<file path="config.mk">
export PLATFORM = sky130hd
export DESIGN_NAME = l2_tlb_req_resp_flat
export DESIGN_NICKNAME = d
export VERILOG_FILES = /design/src/rtl/l2_tlb_pkg.sv /design/src/rtl/l2_tlb_req_resp_if.sv /design/src/rtl/l2_tlb_perm_check.sv /design/src/rtl/l2_tlb_req_resp.sv /design/src/flat_wrapper.sv
export SDC_FILE = /design/constraint.sdc
export NUM_CORES = 1
export LEC_CHECK = 0
export CORE_AREA = 2 2 250 252
export CTS_CLUSTER_DIAMETER = 40
export DETAILED_ROUTE_END_ITERATION = 8
export DIE_AREA = 0 0 252 254
export DONT_BUFFER_PORTS = 1
export GPL_ROUTABILITY_DRIVEN = 0
export PLACE_DENSITY = 0.72
export SLEW_MARGIN = 20
export SYNTH_ARGS = -nofsm -noshare
export SYNTH_HDL_FRONTEND = slang
export SYNTH_SLANG_ARGS = --single-unit
export TNS_END_PERCENT = 20
</file>
<file path="constraint.sdc">
create_clock -name clock -period 5.6 [get_ports clock]
set_input_delay 0.56 -clock clock [delete_from_list [all_inputs] [get_ports clock]]
set_output_delay 0.56 -clock clock [all_outputs]
set_load 0.05 [all_outputs]
</file>
<file path="src/rtl/l2_tlb_pkg.sv">
// Shared types and constants for the L2 TLB request/response block and its
// permission checker.
package l2_tlb_pkg;

  typedef enum logic [2:0] {
    ST_IDLE     = 3'd0,
    ST_LOOKUP   = 3'd1,
    ST_PTW_REQ  = 3'd2,
    ST_PTW_WAIT = 3'd3,
    ST_RESP     = 3'd4
  } state_e;

  localparam int unsigned PTE_BITS = 5;

  // Flag positions inside the {u,x,w,r,v} PTE field
  localparam int unsigned PTE_V = 0;
  localparam int unsigned PTE_R = 1;
  localparam int unsigned PTE_W = 2;
  localparam int unsigned PTE_X = 3;
  localparam int unsigned PTE_U = 4;

  localparam logic [1:0] PRV_U = 2'd0;
  localparam logic [1:0] PRV_S = 2'd1;
  localparam logic [1:0] PRV_M = 2'd3;

  // Access attributes travelling with a refill request
  typedef struct packed {
    logic       fetch;
    logic       store;
    logic       pum;
    logic       mxr;
    logic [1:0] prv;
  } req_attr_t;

endpackage

</file>
<file path="src/rtl/l2_tlb_req_resp_if.sv">
// L1-refill and PTW handshake bundle; slave is the L2 TLB, master is the
// L1/PTW environment around it.
interface l2_tlb_req_resp_if
  import l2_tlb_pkg::*;
#(
  parameter int unsigned VPN_BITS = 27,
  parameter int unsigned PPN_BITS = 20
) ();

  logic                io_req_valid;
  logic                io_req_ready;
  logic [VPN_BITS-1:0] io_req_bits_addr;
  logic                io_req_bits_fetch;
  logic                io_req_bits_store;
  logic                io_req_bits_pum;
  logic                io_req_bits_mxr;
  logic [1:0]          io_req_bits_prv;

  logic                io_resp_valid;
  logic [PPN_BITS-1:0] io_resp_bits_ppn;
  logic [PTE_BITS-1:0] io_resp_bits_pte;
  logic                io_resp_bits_xcpt;
  logic                io_resp_bits_hit;

  logic                io_ptw_req_valid;
  logic                io_ptw_req_ready;
  logic [VPN_BITS-1:0] io_ptw_req_bits_addr;
  logic                io_ptw_resp_valid;
  logic [PPN_BITS-1:0] io_ptw_resp_bits_ppn;
  logic [PTE_BITS-1:0] io_ptw_resp_bits_pte;

  logic                io_invalidate;

  modport slave (
    input  io_req_valid, io_req_bits_addr, io_req_bits_fetch, io_req_bits_store,
           io_req_bits_pum, io_req_bits_mxr, io_req_bits_prv,
           io_ptw_req_ready, io_ptw_resp_valid, io_ptw_resp_bits_ppn,
           io_ptw_resp_bits_pte, io_invalidate,
    output io_req_ready, io_resp_valid, io_resp_bits_ppn, io_resp_bits_pte,
           io_resp_bits_xcpt, io_resp_bits_hit,
           io_ptw_req_valid, io_ptw_req_bits_addr
  );

  modport master (
    output io_req_valid, io_req_bits_addr, io_req_bits_fetch, io_req_bits_store,
           io_req_bits_pum, io_req_bits_mxr, io_req_bits_prv,
           io_ptw_req_ready, io_ptw_resp_valid, io_ptw_resp_bits_ppn,
           io_ptw_resp_bits_pte, io_invalidate,
    input  io_req_ready, io_resp_valid, io_resp_bits_ppn, io_resp_bits_pte,
           io_resp_bits_xcpt, io_resp_bits_hit,
           io_ptw_req_valid, io_ptw_req_bits_addr
  );

endinterface

</file>
<file path="src/rtl/l2_tlb_perm_check.sv">
// Combinational page/permission fault check for one access against a leaf PTE.
// Shared with the L1 TLB so both levels fault identically.
module l2_tlb_perm_check
  import l2_tlb_pkg::*;
(
  input  logic [PTE_BITS-1:0] pte_i,
  input  req_attr_t           attr_i,
  output logic                xcpt_c_o
);

  logic load_c;
  logic exec_fault_c;
  logic store_fault_c;
  logic load_fault_c;
  logic priv_fault_c;

  assign load_c        = !attr_i.fetch && !attr_i.store;
  assign exec_fault_c  = attr_i.fetch && !pte_i[PTE_X];
  assign store_fault_c = attr_i.store && !pte_i[PTE_W];
  // MXR lets loads read execute-only pages
  assign load_fault_c  = load_c && !pte_i[PTE_R] && !(attr_i.mxr && pte_i[PTE_X]);
  // Machine mode bypasses the user/PUM checks entirely
  assign priv_fault_c  = ((attr_i.prv == PRV_U) && !pte_i[PTE_U]) ||
                         ((attr_i.prv == PRV_S) && pte_i[PTE_U] && attr_i.pum);

  assign xcpt_c_o = !pte_i[PTE_V] || exec_fault_c || store_fault_c ||
                    load_fault_c || priv_fault_c;

endmodule

</file>
<file path="src/rtl/l2_tlb_req_resp.sv">
// Direct-mapped second-level TLB answering L1 refill requests, walking the PTW
// on a miss and filling the entry from the walk result.
module l2_tlb_req_resp
  import l2_tlb_pkg::*;
#(
  parameter int unsigned ENTRIES  = 16,
  parameter int unsigned VPN_BITS = 27,
  parameter int unsigned PPN_BITS = 20
) (
  input  logic             clock,
  input  logic             reset,
  l2_tlb_req_resp_if.slave bus
);

  localparam int unsigned IDX_W = $clog2(ENTRIES);
  localparam int unsigned TAG_W = VPN_BITS - IDX_W;

  state_e              state_q;
  logic [VPN_BITS-1:0] addr_q;
  req_attr_t           attr_q;
  logic                inval_seen_q;
  logic                req_ready_q;
  logic                resp_valid_q;
  logic                ptw_req_valid_q;
  logic [PPN_BITS-1:0] resp_ppn_q;
  logic [PTE_BITS-1:0] resp_pte_q;
  logic                resp_xcpt_q;
  logic                resp_hit_q;

  logic [ENTRIES-1:0]  valid_q;
  logic [ENTRIES-1:0]  valid_d;
  logic [TAG_W-1:0]    tag_q [ENTRIES];
  logic [PPN_BITS-1:0] ppn_q [ENTRIES];
  logic [PTE_BITS-1:0] pte_q [ENTRIES];

  logic [IDX_W-1:0]    idx_c;
  logic [TAG_W-1:0]    tag_c;
  logic                hit_c;
  logic                fill_c;
  logic [PTE_BITS-1:0] chk_pte_c;
  logic                xcpt_c;
  req_attr_t           req_attr_c;

  assign idx_c = addr_q[IDX_W-1:0];
  assign tag_c = addr_q[VPN_BITS-1:IDX_W];
  assign hit_c = valid_q[idx_c] && (tag_q[idx_c] == tag_c);

  assign req_attr_c = '{fetch: bus.io_req_bits_fetch, store: bus.io_req_bits_store,
                        pum:   bus.io_req_bits_pum,   mxr:   bus.io_req_bits_mxr,
                        prv:   bus.io_req_bits_prv};

  // Permission check sees the stored PTE during lookup, the walk result otherwise
  assign chk_pte_c = (state_q == ST_LOOKUP) ? pte_q[idx_c] : bus.io_ptw_resp_bits_pte;

  l2_tlb_perm_check u_perm_check (
    .pte_i    (chk_pte_c),
    .attr_i   (attr_q),
    .xcpt_c_o (xcpt_c)
  );

  // A flush anywhere between acceptance and the reply suppresses the fill
  assign fill_c = !reset && (state_q == ST_PTW_WAIT) && bus.io_ptw_resp_valid &&
                  bus.io_ptw_resp_bits_pte[PTE_V] && !inval_seen_q && !bus.io_invalidate;

  always_comb begin
    valid_d = valid_q;
    if (fill_c) valid_d[idx_c] = 1'b1;
    if (bus.io_invalidate) valid_d = '0;
  end

  always_ff @(posedge clock) begin
    if (reset) valid_q <= '0;
    else       valid_q <= valid_d;
  end

  // Entry payload is qualified by valid_q and therefore needs no reset
  always_ff @(posedge clock) begin
    if (fill_c) begin
      tag_q[idx_c] <= tag_c;
      ppn_q[idx_c] <= bus.io_ptw_resp_bits_ppn;
      pte_q[idx_c] <= bus.io_ptw_resp_bits_pte;
    end
  end

  always_ff @(posedge clock) begin
    if (reset) begin
      state_q         <= ST_IDLE;
      addr_q          <= '0;
      attr_q          <= '0;
      inval_seen_q    <= 1'b0;
      req_ready_q     <= 1'b1;
      resp_valid_q    <= 1'b0;
      ptw_req_valid_q <= 1'b0;
      resp_ppn_q      <= '0;
      resp_pte_q      <= '0;
      resp_xcpt_q     <= 1'b0;
      resp_hit_q      <= 1'b0;
    end else begin
      resp_valid_q <= 1'b0;
      if (bus.io_invalidate) inval_seen_q <= 1'b1;
      unique case (state_q)
        ST_IDLE: begin
          if (req_ready_q && bus.io_req_valid) begin
            addr_q       <= bus.io_req_bits_addr;
            attr_q       <= req_attr_c;
            inval_seen_q <= bus.io_invalidate;
            req_ready_q  <= 1'b0;
            state_q      <= ST_LOOKUP;
          end
        end
        ST_LOOKUP: begin
          if (hit_c) begin
            resp_ppn_q   <= ppn_q[idx_c];
            resp_pte_q   <= pte_q[idx_c];
            resp_xcpt_q  <= xcpt_c;
            resp_hit_q   <= 1'b1;
            resp_valid_q <= 1'b1;
            state_q      <= ST_RESP;
          end else begin
            ptw_req_valid_q <= 1'b1;
            state_q         <= ST_PTW_REQ;
          end
        end
        ST_PTW_REQ: begin
          if (bus.io_ptw_req_ready) begin
            ptw_req_valid_q <= 1'b0;
            state_q         <= ST_PTW_WAIT;
          end
        end
        ST_PTW_WAIT: begin
          if (bus.io_ptw_resp_valid) begin
            resp_ppn_q   <= bus.io_ptw_resp_bits_ppn;
            resp_pte_q   <= bus.io_ptw_resp_bits_pte;
            resp_xcpt_q  <= xcpt_c;
            resp_hit_q   <= 1'b0;
            resp_valid_q <= 1'b1;
            state_q      <= ST_RESP;
          end
        end
        ST_RESP: begin
          req_ready_q <= 1'b1;
          state_q     <= ST_IDLE;
        end
        default: begin
          req_ready_q     <= 1'b1;
          ptw_req_valid_q <= 1'b0;
          state_q         <= ST_IDLE;
        end
      endcase
    end
  end

  assign bus.io_req_ready         = req_ready_q;
  assign bus.io_resp_valid        = resp_valid_q;
  assign bus.io_resp_bits_ppn     = resp_ppn_q;
  assign bus.io_resp_bits_pte     = resp_pte_q;
  assign bus.io_resp_bits_xcpt    = resp_xcpt_q;
  assign bus.io_resp_bits_hit     = resp_hit_q;
  assign bus.io_ptw_req_valid     = ptw_req_valid_q;
  assign bus.io_ptw_req_bits_addr = addr_q;

endmodule
</file>
<file path="src/flat_wrapper.sv">
// flat-port wrapper written by rule: the top's interface ports become plain ports
module l2_tlb_req_resp_flat import l2_tlb_pkg::*;
#(
  parameter int unsigned ENTRIES  = 16,
  parameter int unsigned VPN_BITS = 27,
  parameter int unsigned PPN_BITS = 20
)
  (clock, reset, bus_io_req_valid, bus_io_req_bits_addr, bus_io_req_bits_fetch, bus_io_req_bits_store, bus_io_req_bits_pum, bus_io_req_bits_mxr, bus_io_req_bits_prv, bus_io_ptw_req_ready, bus_io_ptw_resp_valid, bus_io_ptw_resp_bits_ppn, bus_io_ptw_resp_bits_pte, bus_io_invalidate, bus_io_req_ready, bus_io_resp_valid, bus_io_resp_bits_ppn, bus_io_resp_bits_pte, bus_io_resp_bits_xcpt, bus_io_resp_bits_hit, bus_io_ptw_req_valid, bus_io_ptw_req_bits_addr);
  l2_tlb_req_resp_if #(.VPN_BITS(VPN_BITS), .PPN_BITS(PPN_BITS)) bus_i ();
  input  logic clock;
  input  logic reset;
  input wire logic [$bits(bus_i.io_req_valid)-1:0] bus_io_req_valid;
  input wire logic [$bits(bus_i.io_req_bits_addr)-1:0] bus_io_req_bits_addr;
  input wire logic [$bits(bus_i.io_req_bits_fetch)-1:0] bus_io_req_bits_fetch;
  input wire logic [$bits(bus_i.io_req_bits_store)-1:0] bus_io_req_bits_store;
  input wire logic [$bits(bus_i.io_req_bits_pum)-1:0] bus_io_req_bits_pum;
  input wire logic [$bits(bus_i.io_req_bits_mxr)-1:0] bus_io_req_bits_mxr;
  input wire logic [$bits(bus_i.io_req_bits_prv)-1:0] bus_io_req_bits_prv;
  input wire logic [$bits(bus_i.io_ptw_req_ready)-1:0] bus_io_ptw_req_ready;
  input wire logic [$bits(bus_i.io_ptw_resp_valid)-1:0] bus_io_ptw_resp_valid;
  input wire logic [$bits(bus_i.io_ptw_resp_bits_ppn)-1:0] bus_io_ptw_resp_bits_ppn;
  input wire logic [$bits(bus_i.io_ptw_resp_bits_pte)-1:0] bus_io_ptw_resp_bits_pte;
  input wire logic [$bits(bus_i.io_invalidate)-1:0] bus_io_invalidate;
  output wire logic [$bits(bus_i.io_req_ready)-1:0] bus_io_req_ready;
  output wire logic [$bits(bus_i.io_resp_valid)-1:0] bus_io_resp_valid;
  output wire logic [$bits(bus_i.io_resp_bits_ppn)-1:0] bus_io_resp_bits_ppn;
  output wire logic [$bits(bus_i.io_resp_bits_pte)-1:0] bus_io_resp_bits_pte;
  output wire logic [$bits(bus_i.io_resp_bits_xcpt)-1:0] bus_io_resp_bits_xcpt;
  output wire logic [$bits(bus_i.io_resp_bits_hit)-1:0] bus_io_resp_bits_hit;
  output wire logic [$bits(bus_i.io_ptw_req_valid)-1:0] bus_io_ptw_req_valid;
  output wire logic [$bits(bus_i.io_ptw_req_bits_addr)-1:0] bus_io_ptw_req_bits_addr;
  assign bus_i.io_req_valid = bus_io_req_valid;
  assign bus_i.io_req_bits_addr = bus_io_req_bits_addr;
  assign bus_i.io_req_bits_fetch = bus_io_req_bits_fetch;
  assign bus_i.io_req_bits_store = bus_io_req_bits_store;
  assign bus_i.io_req_bits_pum = bus_io_req_bits_pum;
  assign bus_i.io_req_bits_mxr = bus_io_req_bits_mxr;
  assign bus_i.io_req_bits_prv = bus_io_req_bits_prv;
  assign bus_i.io_ptw_req_ready = bus_io_ptw_req_ready;
  assign bus_i.io_ptw_resp_valid = bus_io_ptw_resp_valid;
  assign bus_i.io_ptw_resp_bits_ppn = bus_io_ptw_resp_bits_ppn;
  assign bus_i.io_ptw_resp_bits_pte = bus_io_ptw_resp_bits_pte;
  assign bus_i.io_invalidate = bus_io_invalidate;
  assign bus_io_req_ready = bus_i.io_req_ready;
  assign bus_io_resp_valid = bus_i.io_resp_valid;
  assign bus_io_resp_bits_ppn = bus_i.io_resp_bits_ppn;
  assign bus_io_resp_bits_pte = bus_i.io_resp_bits_pte;
  assign bus_io_resp_bits_xcpt = bus_i.io_resp_bits_xcpt;
  assign bus_io_resp_bits_hit = bus_i.io_resp_bits_hit;
  assign bus_io_ptw_req_valid = bus_i.io_ptw_req_valid;
  assign bus_io_ptw_req_bits_addr = bus_i.io_ptw_req_bits_addr;
  l2_tlb_req_resp #(.ENTRIES(ENTRIES), .VPN_BITS(VPN_BITS), .PPN_BITS(PPN_BITS)) u_core (.clock(clock), .reset(reset), .bus(bus_i));
endmodule
</file>
[Yosys cells after proc, flatten, opt, wreduce, memory -nomap -nowiden]
Memories as Yosys holds them, arrays and structs flattened. A register that Yosys moved wholly into a read port is not among the register bits.
Cells that the tools add are included.
Storage, ports and cells
  input port bits: 64
  latch bits: 0
  bits in read-only memories: 0
  output and inout port bits: 57
  word-level logic and storage cells: 120
  memories: 3
  memory bits (writable): 768
  bits in registers: 83
Memory list
  u_core.tag_q: depth 16, width 23, read ports 1, clocked after Yosys merged registers in 1, wr ports 1, line l2_tlb_req_resp.sv:32  | logic [TAG_W-1:0] tag_q [ENTRIES];
  u_core.ppn_q: depth 16, width 20, read ports 1, clocked after Yosys merged registers in 1, wr ports 1, line l2_tlb_req_resp.sv:33  | logic [PPN_BITS-1:0] ppn_q [ENTRIES];
  u_core.pte_q: depth 16, width 5, read ports 1, clocked after Yosys merged registers in 1, wr ports 1, line l2_tlb_req_resp.sv:34  | logic [PTE_BITS-1:0] pte_q [ENTRIES];
Operators by class
  bitwise logic cells: 3
  multiplexer cells: 41
  multiply operators: 0
  $add $sub $neg: 0
  shift operators: 0
  reduce and logical (&&, ||, !) cells: 44
  $lt $le $gt $ge: 2
  eq/ne operators: 11
  div/mod/pow operators: 0
Operators with widths (count)
  2-to-1 mux 20 bit: 2
  case mux 20 bit (2 select lines): 1
  2-to-1 mux 4 bit: 6
  equality test 23 bit: 1
  logical AND 1 bit: 17
  2-to-1 mux 1 bit: 16
  OR 16 bit: 1
  2-to-1 mux 5 bit: 3
  2-to-1 mux 3 bit: 4
  case mux 3 bit (4 select lines): 1
  logical NOT 1 bit: 11
  case mux 5 bit (2 select lines): 1
  AND reduction 3 bit: 3
  case mux 1 bit (2 select lines): 4
  equality test 3 x 2 -> 1 bit (second input constant): 2
  inequality test 2 bit (second input constant): 3
  OR reduction 3 bit: 2
  logical OR 1 bit: 5
  < comparator 4 x 5 -> 1 bit (second input constant): 1
  binary-select mux 1 bit (select 4 bit): 1
  demux 1 bit (select 4 bit): 1
  >= comparator 4 x 1 -> 1 bit (second input constant): 1
  inequality test 2 x 1 -> 1 bit (second input constant): 2
  AND reduction 2 bit: 2
  other kinds (9): 10

[Depth between registers and ports, before layout]
Gate-level depths: netlist of run 1.
  depth in word-level cells: 10
  depth in mapped cells: 16
  gate-level depth less buffers: 9

[Hierarchy]
Synthesis of run 1 repeated with hierarchy kept, for this count alone.
Second synthesis, totals
  cell total of the unflattened synthesis: 1618
  area total of the unflattened synthesis: 33255.6 µm²
Modules (own cells, without submodules)
  l2_tlb_req_resp: cells each 1610, sequential area each 24803.8 µm², times used 1, area each 33188.1 µm²
  l2_tlb_perm_check: cells each 8, sequential area each 0.0 µm², times used 1, area each 67.6 µm²

[Least setup slack after synthesis of run 1]
Ideal clock, no wire load.
  path type: input to register
  start point: in reset
  end point: mem u_core.ppn_q[0][0], enable pin
  stages on the path: 4
  setup time: 515 ps
  path slack: -112 ps
  arrival time: 5197 ps
  buffers on the path: 0
  cells stage by stage: nor2_1 -> nor4bb_1 -> or3b_2 -> nor3_1
On the way
  cells in the longest elaborated chain, start to end: 8
Ends and longest elaborated chain
  start: declaration: line flat_wrapper.sv:11  | input logic reset;
  logical NOT 1 bit: line l2_tlb_req_resp.sv:62  | assign fill_c = !reset && (state_q == ST_PTW_WAIT) && bus.io_ptw_resp_valid &&
  logical AND 1 bit (3 in a row): line l2_tlb_req_resp.sv:62
  logical AND 1 bit (2 in a row): line l2_tlb_req_resp.sv:63  | bus.io_ptw_resp_bits_pte[PTE_V] && !inval_seen_q && !bus.io_invalidate;
  2-to-1 mux 1 bit: line l2_tlb_req_resp.sv:78  | if (fill_c) begin
  2-to-1 mux 1 bit (implied by the code): line l2_tlb_req_resp.sv:80  | ppn_q[idx_c] <= bus.io_ptw_resp_bits_ppn;
  end: declaration: line l2_tlb_req_resp.sv:33
No other way between the ends.

==> results.tsv, run 1 <==
metric	value	unit
leakagePower	12.2	nW
syn_inst	1693	
ys_ff_latch	855	
critPathKind	reg -> reg	
finalPower	0.0155	W
ios	121	
regArea	24800	um2
grt_pass1_vias	18000	
finalHoldViolCount	0	
avgRoutedWirePerCell	30.0	um
endpoint_kind	flip-flop	
synth_edf_count	768	
mostFrequentLayoutCells	edfxtp_1 (768), mux4_2 (206), clkbuf_16 (110)	
firstDrtPassIters	5	
path_cells	mux4_2, mux4_2, xnor2_1, nand3_1, nor4_1, o211ai_1, or4_1, buf_4, and2_1, buf_4, a211oi_1	
hp-start	bus_io_req_bits_addr[16]	
required	6.16	ns
final_antenna_net_count	0	
seq_area_frac_synth	74.1	%
power.density	397	nW/um2
rows	91	
cts_num_sinks	855	
holdCritPathClass	in -> reg	
dieArea	64000	um2
totalWireLength	81000	um
max_clock_freq	212	MHz
fp.dieW	252	um
grt.total_usage	25.9	%
critPathLaunchType	flip-flop	
cts_tree	yes	
tightest_slew	1.10	ns
slew_violations	0	
critPathTopFamily	simple AND/OR/NAND/NOR gates	
max-cap-violations	0	
cts.repair.resized	0	
finalCritPeriodShare	84.3	%
path_max_fanout	28	
period_minus_slack	4.72	ns
path_buf_inv	2	
hold_ws	0.0272	ns
synthesis.nets	1757	
synth_flop_cell	edfxtp_1	
core	61300	um2
grt_pass1_wl	119000	um
tns	0	ns
areaGrowthSynthToFinish	16.6	%
hpwl	43800	um
cts_buffers	108	
setup_viol	0	
cts_root_buf	clkbuf_16	
yosysWarningCount	0	
async_flop_share	0	%
io_buffers	0	
num_vias	17200	
via_per_inst	6.39	
drc	0	
critPathArrivalTime	5.28	ns
worst_slack	0.879	ns
cts_max_path_buffers	3	
synth_cell_types	58	
crit_path_top_delay_cell	dfxtp_4	
path_clk_slew	0.06	ns
vdd_drop_max	0.339	mV
antenna_found_initial	2	
drt-initial-drc-count	1933	
insertion_delay	0.68	ns
synth_area	33500	um2
fp.dieH	254	um
cpPeakStageDelay	0.69	ns
postSynthAreaPerCell	19.8	um2
fin_worst_skew	0.0469	ns
htreeDepth	3	
mostFrequentLayoutCell	edfxtp_1	
drive_above_1_share	28.6	%
initial_utilization	54.6	%
rsz0062_at_grt	no	
status	finished, final reports clean	
multi_input_area	8160	um2
slew_headroom	26.7	%
fin_nets	1879	
fill_cells	4037	
grt_max_degree	70	
overflow	0	
place_ws	0.969	ns
[synth_stat cells, types with 9 or more instances]
master	n	area share [%]
a211oi_1	11	0.25
a211oi_2	18	0.67
a21oi_1	69	1.0
a22o_1	9	0.24
a22oi_1	16	0.36
buf_2	28	0.42
buf_4	11	0.25
clkbuf_1	48	0.54
dfxtp_1	87	5.2
edfxtp_1	768	69
inv_1	40	0.45
mux2_2	38	1.3
mux2i_1	53	1.6
mux4_2	206	14
nand2_1	99	1.1
nor2_1	29	0.33
nor2b_1	10	0.19
o21a_1	17	0.38
o21ai_0	13	0.19
o22ai_1	13	0.24
xnor2_1	11	0.29
[through the flow]
stage               area, um2  utilization (%)  cells
floorplan               33500                -   1693
global placement        34800             56.8   2464
detailed placement      34800             56.8   2464
CTS                     39000             63.7   2699
global route            39000             63.7   2700
finish                  39000             63.7   2701
[metal layers]
metal  wire length (um)  part of all wire (%)  global-route usage, %
met5                  0                     0                      0
met3               6920                   8.5                   6.50
met1              31000                    38                   33.5
met4               2330                   2.9                   9.30
met2              40800                    50                   42.9
[path summary, 6_finish.rpt]
kind                            slack (ns)  cells past startpoint                                                to
worst min register to register        0.46                      1                   u_core.valid_q[15]$_SDFFE_PP0P_
worst max register to register        0.88                     11       u_core.bus.io_resp_bits_ppn[3]$_SDFFE_PP0P_
worst min-delay path                  0.03                      2  u_core.bus.io_ptw_req_bits_addr[16]$_SDFFE_PP0P_
worst max-delay path                  0.88                     11       u_core.bus.io_resp_bits_ppn[3]$_SDFFE_PP0P_
[power by group]
part	internal [W]	switching [W]
sequential	0.00701	0.000127
combinational	0.000452	0.000603
clock	0.00454	0.00276
[sequential cells by signal, indices dropped and copies added (netlist names), named ones only]
signal	flops
u_core.attr_q	6
u_core.bus.io_ptw_req_bits_addr	27
u_core.bus.io_ptw_req_valid	1
u_core.bus.io_req_ready	1
u_core.bus.io_resp_bits_hit	1
u_core.bus.io_resp_bits_ppn	20
u_core.bus.io_resp_bits_pte	5
u_core.bus.io_resp_bits_xcpt	1
u_core.bus.io_resp_valid	1
u_core.inval_seen_q	1
u_core.ppn_q	320
u_core.pte_q	80
u_core.state_q	3
u_core.tag_q	368
u_core.valid_q	16
[cells by family after synthesis]
group / after synthesis / synth area share [%]
xor gates and xnor gates: 18 / 0.471
muxes: 297 / 16.7
AOI/OAI and AO/OA: 197 / 4.15
DFF: 855 / 74.1
and+or+nand+nor: 189 / 2.65
buffers and inverters: 137 / 1.88
[cell type report]
class / count / area share [%]
Antenna cell: 2 / 0.0128
Sequential cell: 855 / 63.6
Timing Repair Buffer: 108 / 2.61
Inverter: 41 / 0.394
Clock buffer: 132 / 7.37
Tap cell: 790 / 2.53
Clock inverter: 72 / 2.56
Multi-Input combinational cell: 701 / 20.9
[timing repair]
item / in CTS / in global routing
hold buffers: 31 / 0
hold endpoints to repair: 460 / 0
setup buffers: 0 / 0
No activity file was read; power rests on OpenSTA's default activity.
==> inputs of run 2 (changes only) <==
==> constraint.sdc (replaced) <==
create_clock -name clock -period 4.2 [get_ports clock]
set_input_delay 0.42 -clock clock [delete_from_list [all_inputs] [get_ports clock]]
set_output_delay 0.42 -clock clock [all_outputs]
set_load 0.05 [all_outputs]
==> results.tsv, run 2 (same netlist as run 1, synthesis figures left out) <==
metric	value	unit	change
initial_utilization	54.6	%	unchanged
critPathArrivalTime	4.54	ns	was 5.28 ns
num_vias	17600		was 17.2k
design_area	39300	um2	was 39000 um2
place_ws	-0.0502	ns	was 0.969 ns
max_clock_freq	251	MHz	was 212 MHz
max-cap-violations	0		unchanged
power.density	514	nW/um2	was 397 nW/um2
required	4.76	ns	was 6.16 ns
grt_max_degree	67		was 70
io_buffers	0		unchanged
grt_pass1_vias	18000		about the same
totalWireLength	82800	um	was 81000 um
critPathKind	reg -> reg		unchanged
tns	0	ns	unchanged
mostFrequentLayoutCell	edfxtp_1		unchanged
drc	0		unchanged
cts_tree	yes		unchanged
met1_usage	34.8	%	was 33.5%
finalHoldViolCount	0		unchanged
overflow	0		unchanged
final_antenna_net_count	0		unchanged
fp.dieW	252	um	unchanged
path_max_fanout	32		was 28
dpl.cell_count	2480		was 2464
hpwl	44800	um	was 43800 um
core	61300	um2	unchanged
htreeDepth	3		unchanged
vdd_drop_max	0.338	mV	was 0.339 mV
fill_cells	4095		was 4037
worst_slack	0.218	ns	was 0.879 ns
areaGrowthSynthToFinish	17.3	%	was 16.6%
cts_root_buf	clkbuf_16		unchanged
status	finished, final reports clean		unchanged
slew_headroom	36.9	%	was 26.7%
endpoint_kind	flip-flop		unchanged
avgRoutedWirePerCell	30.2	um	was 30.0 um
rows	91		unchanged
grt_pass1_wl	120000	um	was 119000 um
slew_violations	0		unchanged
fin_nets	1926		was 1879
met2_usage	41.9	%	was 42.9%
cts_num_sinks	855		unchanged
place_area	35000	um2	was 34800 um2
antenna_found_initial	3		was 2
critPathLaunchType	flip-flop		unchanged
tightest_slew	0.946	ns	was 1.10 ns
finalCritPeriodShare	94.8	%	was 84.3%
met3_usage	7.72	%	was 6.50%
insertion_delay	0.66	ns	was 0.68 ns
cts_buffers	107		was 108
drive_above_1_share	28.4	%	was 28.6%
setup_viol	0		unchanged
fin_worst_skew	0.0299	ns	was 0.0469 ns
drt-initial-drc-count	2036		was 1933
top_register	u_core.tag_q		unchanged
via_per_inst	6.40		was 6.39
ios	121		unchanged
top_regs	u_core.tag_q: 368 flops, u_core.ppn_q: 320 flops, u_core.pte_q: 80 flops		unchanged
holdCritPathClass	in -> reg		unchanged
period_minus_slack	3.98	ns	was 4.72 ns
path_clk_slew	0.06	ns	about the same
firstDrtPassIters	6		was 5
regArea	24800	um2	about the same
rsz0062_at_grt	no		unchanged
dieArea	64000	um2	unchanged
largest_register_ffs	368		unchanged
multi_input_area	8170	um2	was 8160 um2
cts_max_path_buffers	3		unchanged
leakagePower	12.4	nW	was 12.2 nW
fp.dieH	254	um	unchanged
final_cells	2744		was 2701
mostFrequentLayoutCells	edfxtp_1 (768), mux4_2 (206), clkbuf_16 (109)		was edfxtp_1 (768), mux4_2 (206), clkbuf_16 (110)
grt_most_used_layer	met2		unchanged
grt.total_usage	26.2	%	was 25.9%
run 2: cell type report:
cell class,count,area share (%)
antenna,1,0.00638
clock buffer,136,7.34
clock inverter,64,1.87
inverter,41,0.392
multi-input combinational,701,20.8
sequential,855,63.2
tap,790,2.52
timing repair buffer,156,3.83
run 2: stage by stage:
stage	util, %	power [W]	hold WS (ns)
global route	64.1	0.0207	0.0256
finish	64.1	0.0202	0.0314
global placement	57.1	0.0110	0.442
detailed placement	57.1	0.0111	0.453
CTS	63.9	0.0202	0.0161
floorplan	-	0.0106	0.435
run 2: final timing paths:
check                                                endpoint  cells after the start                      startpoint  slack (ns)
hold / removal                                      flip-flop                      2         bus_io_req_bits_addr[1]        0.03
setup reg to reg  u_core.bus.io_resp_bits_ppn[3]$_SDFFE_PP0P_                     12                       flip-flop        0.22
hold reg to reg                u_core.valid_q[1]$_SDFFE_PP0P_                      1  u_core.valid_q[1]$_SDFFE_PP0P_        0.47
setup / recovery  u_core.bus.io_resp_bits_ppn[3]$_SDFFE_PP0P_                     12                       flip-flop        0.22
run 2: worst max-delay path: stages (launching register included):
cell	delay, ns
dfxtp_4	0.45
buf_12	0.15
buf_12	0.23
mux4_2	0.57
o2bb2ai_1	0.17
a32oi_1	0.21
o2111ai_1	0.18
nor4b_1	0.32
nand4_1	0.17
or4_1	0.65
and2_1	0.24
buf_4	0.23
a211oi_1	0.29
run 2: repair_timing:
action | CTS | global route
hold endpoints to repair | 471 | 0
setup buffers | 0 | 6
gates resized for setup | 1 | 2
pin swaps | 0 | 0
hold buffers | 57 | 0
setup endpoints to repair | 3 | 23
run 2: power by group:
part | leakage, nW | total (W) | switching, W | internal (W)
clock | 1.74 | 0.00913 | 0.00352 | 0.00561
sequential | 7.64 | 0.00947 | 0.000121 | 0.00935
combinational | 2.99 | 0.00155 | 0.000901 | 0.000650
total | 12.4 | 0.0202 | 0.00454 | 0.0156
run 2: per-layer routing:
layer / vias up / part of all wire (%)
met1: 9133 / 38
met3: 168 / 9.8
met4: 4 / 2.8
met2: 963 / 49
li1: 7296 / -
met5: - / 0.033
